--- src/rtl/multicycle_rv_core.sv ---
// multicycle_rv_core
// Multi-cycle reduced RISC-V core (ADD, SUB, ADDI, LUI, BEQ, BNE, JAL).
// Each instruction walks IDLE -> FETCH -> DECODE -> EXEC -> WB -> FETCH.
// Unsupported encodings and misaligned control-flow targets park the core
// in TRAP until reset.
//
// Ports:
//   clk          single clock, rising edge
//   rst          synchronous active-low reset
//   imem_req     fetch request (high for every FETCH cycle)
//   imem_addr    fetch address (= PC)
//   imem_rvalid  instruction word valid
//   imem_rdata   instruction word
//   a0out        register x10
//   pc_out       current PC
//   retire       high in the WB cycle of each completed instruction
//   illegal      sticky trap flag
//   state_dbg    current FSM state encoding
//
// Fetch handshake: while in FETCH the core holds imem_req=1 and imem_addr=PC
// stable; the word is accepted on the rising edge where imem_req and
// imem_rvalid are both high. imem_rvalid is ignored whenever imem_req is low.
module multicycle_rv_core #(
  parameter int DW = 32,
  parameter int ADDR_W = 32,
  parameter int NREG = 32,
  parameter logic [ADDR_W-1:0] RESET_PC = '0
) (
  input  logic              clk,
  input  logic              rst,
  output logic              imem_req,
  output logic [ADDR_W-1:0] imem_addr,
  input  logic              imem_rvalid,
  input  logic [31:0]       imem_rdata,
  output logic [DW-1:0]     a0out,
  output logic [ADDR_W-1:0] pc_out,
  output logic              retire,
  output logic              illegal,
  output logic [2:0]        state_dbg
);
  localparam int RW = (NREG == 16) ? 4 : 5;

  typedef enum logic [2:0] {
    S_IDLE, S_FETCH, S_DECODE, S_EXEC, S_WB, S_TRAP
  } state_t;

  state_t state, state_next;

  logic [ADDR_W-1:0] pc, npc_q;
  logic [31:0]       ir, imm_q;
  logic [DW-1:0]     regs [NREG];
  logic [DW-1:0]     op_a, op_b, alu_q;

  // Field decode works straight off IR, which is stable from DECODE to WB.
  logic [6:0]  opcode, f7;
  logic [2:0]  f3;
  logic [RW-1:0] rs1_idx, rs2_idx, rd_idx;
  logic is_add, is_sub, is_addi, is_lui, is_beq, is_bne, is_jal;
  logic uses_rs1, uses_rs2, uses_rd, legal;
  logic [31:0] imm32;

  assign opcode  = ir[6:0];
  assign f3      = ir[14:12];
  assign f7      = ir[31:25];
  assign rd_idx  = ir[7 +: RW];
  assign rs1_idx = ir[15 +: RW];
  assign rs2_idx = ir[20 +: RW];

  always_comb begin
    is_add  = (opcode == 7'b0110011) && (f3 == 3'b000) && (f7 == 7'b0000000);
    is_sub  = (opcode == 7'b0110011) && (f3 == 3'b000) && (f7 == 7'b0100000);
    is_addi = (opcode == 7'b0010011) && (f3 == 3'b000);
    is_lui  = (opcode == 7'b0110111);
    is_beq  = (opcode == 7'b1100011) && (f3 == 3'b000);
    is_bne  = (opcode == 7'b1100011) && (f3 == 3'b001);
    is_jal  = (opcode == 7'b1101111);
    uses_rs1 = is_add | is_sub | is_addi | is_beq | is_bne;
    uses_rs2 = is_add | is_sub | is_beq | is_bne;
    uses_rd  = is_add | is_sub | is_addi | is_lui | is_jal;
    legal = is_add | is_sub | is_addi | is_lui | is_beq | is_bne | is_jal;
    // A 16-entry file cannot name x16..x31 in any field the instruction uses.
    if (NREG == 16 && ((uses_rs1 && ir[19]) || (uses_rs2 && ir[24]) ||
                       (uses_rd && ir[11])))
      legal = 1'b0;
    imm32 = '0;
    if (is_addi) imm32 = {{20{ir[31]}}, ir[31:20]};
    if (is_lui)  imm32 = {ir[31:12], 12'b0};
    if (is_beq || is_bne)
      imm32 = {{19{ir[31]}}, ir[31], ir[7], ir[30:25], ir[11:8], 1'b0};
    if (is_jal)
      imm32 = {{11{ir[31]}}, ir[31], ir[19:12], ir[20], ir[30:21], 1'b0};
  end

  // Execute datapath, registered at the end of EXEC.
  logic [DW-1:0]     imm_dw, alu_res;
  logic [ADDR_W-1:0] pc_plus4, target, next_pc;
  logic              taken, misalign;

  always_comb begin
    imm_dw   = DW'($signed(imm_q));
    pc_plus4 = pc + ADDR_W'(4);
    target   = pc + ADDR_W'($signed(imm_q));
    taken    = is_jal | (is_beq && (op_a == op_b)) | (is_bne && (op_a != op_b));
    misalign = taken && (target[1:0] != 2'b00);
    next_pc  = taken ? target : pc_plus4;
    alu_res  = '0;
    if (is_add)  alu_res = op_a + op_b;
    if (is_sub)  alu_res = op_a - op_b;
    if (is_addi) alu_res = op_a + imm_dw;
    if (is_lui)  alu_res = imm_dw;
    if (is_jal)  alu_res = DW'(pc_plus4);
  end

  always_comb begin
    state_next = state;
    case (state)
      S_IDLE:   state_next = S_FETCH;
      S_FETCH:  if (imem_rvalid) state_next = S_DECODE;
      S_DECODE: state_next = legal ? S_EXEC : S_TRAP;
      S_EXEC:   state_next = misalign ? S_TRAP : S_WB;
      S_WB:     state_next = S_FETCH;
      S_TRAP:   state_next = S_TRAP;
      default:  state_next = S_IDLE;
    endcase
  end

  always_ff @(posedge clk) begin
    if (!rst) begin
      state   <= S_IDLE;
      pc      <= RESET_PC;
      ir      <= '0;
      imm_q   <= '0;
      op_a    <= '0;
      op_b    <= '0;
      alu_q   <= '0;
      npc_q   <= '0;
      illegal <= 1'b0;
      for (int i = 0; i < NREG; i++) regs[i] <= '0;
    end else begin
      state <= state_next;
      if (state_next == S_TRAP) illegal <= 1'b1;
      case (state)
        S_FETCH: if (imem_rvalid) ir <= imem_rdata;
        S_DECODE: begin
          op_a  <= regs[rs1_idx];
          op_b  <= regs[rs2_idx];
          imm_q <= imm32;
        end
        S_EXEC: begin
          alu_q <= alu_res;
          npc_q <= next_pc;
        end
        S_WB: begin
          // x0 is never written, so it reads back as zero.
          if (uses_rd && (rd_idx != '0)) regs[rd_idx] <= alu_q;
          pc <= npc_q;
        end
        default: ;
      endcase
    end
  end

  assign imem_req  = (state == S_FETCH);
  assign imem_addr = pc;
  assign retire    = (state == S_WB);
  assign a0out     = regs[10];
  assign pc_out    = pc;
  assign state_dbg = state;
endmodule

--- config.mk ---
export PLATFORM = sky130hd
export DESIGN_NAME = multicycle_rv_core
export DESIGN_NICKNAME = d
export VERILOG_FILES = /design/src/rtl/multicycle_rv_core.sv
export SDC_FILE = /design/constraint.sdc
export NUM_CORES = 2
export LEC_CHECK = 0
export BUFFER_PORTS_ARGS = -buffer_cell sky130_fd_sc_hd__buf_4
export CORE_UTILIZATION = 64
export DETAILED_ROUTE_END_ITERATION = 10
export PLACE_DENSITY = 0.79
export SLEW_MARGIN = 20
export SYNTH_ARGS = -nofsm -noshare
export SYNTH_HDL_FRONTEND = slang
export SYNTH_SLANG_ARGS = --single-unit
--- constraint.sdc ---
create_clock -name clk -period 5.6 [get_ports clk]
set_clock_uncertainty 0.2 [all_clocks]
set_input_delay 0 -clock clk [delete_from_list [all_inputs] [get_ports clk]]
set_output_delay 0 -clock clk [all_outputs]
set_load 0.01 [all_outputs]
==> flow_metrics.env <==
export IMPL_cts_reportedPaths_clkPinSlew_ns=0.06
export IMPL_criticalPathCategory="reg -> reg"
export IMPL_hold_viol=0
export IMPL_wl_um=224000
export IMPL_vias=49179
export IMPL_tightest_slew_ns=1.28
export IMPL_top_usage_layer="met2"
export IMPL_synth_top_area_share_pct=43.7
export IMPL_drt_initial_drc_count=7482
export IMPL_antenna_found_initial=11
export IMPL_post_route_drc_count=0
export IMPL_yosysUniqueCellTypes=95
export IMPL_avgViaCountPerCell=7.15
export IMPL_multi_input_area_um2=33000
export IMPL_dieArea_um2=111000
export IMPL_clock_path_buffers=3
export IMPL_numCtsBuffers=137
export IMPL_drive_above_1_share_pct=22.6
export IMPL_grt_pass1_wl_um=325000
export IMPL_worstSetupStartpointType="register"
export IMPL_rsz0062_at_grt="false"
export IMPL_synth_area_top_cells="edfxtp_1 (44%), mux4_2 (20%), and2_1 (8.9%)"
export IMPL_cts_tree="yes"
export IMPL_ys_seq_area_share_pct=50.2
export IMPL_fillers=6868
export IMPL_arrival_ns=4.86
export IMPL_met1_usage_pct=53.8
export IMPL_postCtsSetupBuffers=0
export IMPL_nets=5529
export IMPL_placement_io_buffers=136
export IMPL_finalSetupViolations=0
export IMPL_std_cell_rows=121
export IMPL_crit_required_ns=5.84
export IMPL_power_density_nw_per_um2=276
export IMPL_end_kind="register"
export IMPL_area_growth_pct=11.3
export IMPL_netlist_area_um2=70300
export IMPL_async_flop_share_pct=0
export IMPL_drv_cap=0
export IMPL_vdd_drop_max_uv=269
export IMPL_gp_congestion=0.969
export IMPL_cts_resized=0
export IMPL_synth_ff_type="edfxtp_1"
export IMPL_grt_start_max_net_pins=155
export IMPL_grt_pass1_vias=48341
export IMPL_dr_pass1_iters=8
export IMPL_final_antenna_net_count=0
export IMPL_finalCritPeriodShare_pct=82.4
export IMPL_synth_ff_latch_count=1252
export IMPL_fin_tns_setup_ns=0
export IMPL_outcome="finished, final reports clean"
export IMPL_synth_commonest_cells="edfxtp_1 (1,024), and2_1 (1,000), mux4_2 (640)"
export IMPL_clk_latency_ns=0.77
export IMPL_syn_area_per_cell_um2=13.2
export IMPL_wl_per_cell_um=32.6
export IMPL_dp_hpwl_um=144000
export IMPL_synth_edf_count=1024
export IMPL_power_leakage_nw=27.7
export IMPL_grt_total_usage_pct=40.6
export IMPL_power_w=0.0216
export IMPL_io_pins=137
export IMPL_die_h_um=333
export IMPL_max_freq_mhz=217
export IMPL_core_area_um2=109000
export IMPL_crit_fanout=22
export IMPL_seq_area_um2=35400
export IMPL_cts_sinks=1252
export IMPL_period_minus_slack_ns=4.61
export IMPL_synth_cells=5329
export IMPL_yosysMostFrequentCell="edfxtp_1"
export IMPL_use_met2_pct=62.5
export IMPL_synth_largest_area_cell="edfxtp_1"
export IMPL_slew_headroom_pct=14.7
export IMPL_yosys_warnings=0
export IMPL_die_w_um=333
export IMPL_grt_util_met3_pct=9.47
export IMPL_hold_ws_ns=0.0811
export IMPL_finalMaxSlewViolations=0
export IMPL_start_util_pct=64.6
export IMPL_globalRouteOverflowTotal=0
export IMPL_htree_levels=4
export IMPL_root_buffer="clkbuf_16"
export IMPL_hp_class="in -> reg"
-- power by group --
group          total [W]  internal (W)  switching (W)
clock            0.00862       0.00477        0.00386
sequential        0.0107        0.0104       0.000314
combinational    0.00233       0.00103        0.00131
total             0.0216        0.0161        0.00548
-- layout by cell type, fill, tap and decap left out, types with 23 or more instances in the layout --
cell / instances
buf_12: 32
mux2i_1: 83
nand2_1: 258
dfxtp_1: 198
inv_1: 83
o21ai_4: 29
clkinv_1: 32
clkbuf_16: 139
a21oi_1: 256
edfxtp_1: 1024
xor2_1: 37
nor2_1: 213
dlygate4sd3_1: 106
a211oi_1: 90
a21o_1: 49
clkbuf_1: 27
conb_1: 32
ha_1: 125
o21ai_0: 140
and2_1: 999
nor3_1: 33
xnor2_1: 65
nand3_1: 48
a31oi_1: 25
and3_1: 23
buf_4: 242
mux4_2: 640
-- logic make-up after synthesis --
family | count (synthesis) | share of synthesized area (%)
compound gates | 783 | 7.07
mux | 723 | 21.7
xor+xnor | 102 | 1.27
simple gates | 1734 | 13.8
other cells | 1 | 0.00533
fa+ha+maj | 129 | 2.34
flops | 1252 | 50.2
buf+inv | 605 | 3.66
-- critical path: stages, from the launching register on --
cell     delay, ns
dfxtp_1       0.68
nor3b_1       0.41
nand4_2       0.47
a31o_1        0.51
or2_1         0.57
o21ai_4       1.02
buf_4         0.41
-- per-stage QoR --
step / instance area [µm²] / setup slack [ns] / utilization, % / instances
final: 78300 / 0.988 / 71.9 / 6881
after global routing: 78300 / 0.902 / 71.9 / 6881
after CTS: 78200 / 1.12 / 71.9 / 6878
after detailed placement: 73000 / 1.15 / 67.1 / 6532
after global placement: 72900 / 1.20 / 67.0 / 6528
after floorplan: 70400 / 0.720 / - / 5360
-- layout make-up --
cell class	count	share of cell area, %
flip-flops and latches	1252	45.2
multi-input cells	3503	42.1
repair buffers	386	4.69
clock buffers	170	4.64
well taps	1414	2.26
clock inverters	70	0.690
inverters	85	0.417
diodes	1	0.00320
-- worst paths after layout --
check / slack (ns) / end / cells after the start / from
min reg2reg: 0.25 / imem_addr[24] / 2 / npc_q[24]
max: 0.99 / regs[2][4] / 6 / ir[5]
max reg2reg: 0.99 / regs[2][4] / 6 / ir[5]
min: 0.08 / illegal / 4 / rst
-- sequential cells by signal, indices dropped and copies added, names as in the netlist --
register	flops
alu_q	32
imm_dw	32
op_b	32
npc_q	32
illegal	1
op_a	32
imem_addr	32
ir	32
regs	1024
state_dbg	3
-- metal layers --
layer	vias to the layer above	wire length [µm]
met5	-	64
met4	8	13900
met3	742	28200
met2	3821	104000
met1	24424	78600
li1	20184	-
-- what timing repair did --
action                                  4_1_cts  5_1_grt
endpoints found under the setup margin        0        0
hold buffers                                106        0
hold endpoints to repair                    167        0
No activity file was read; power rests on OpenSTA's default activity.
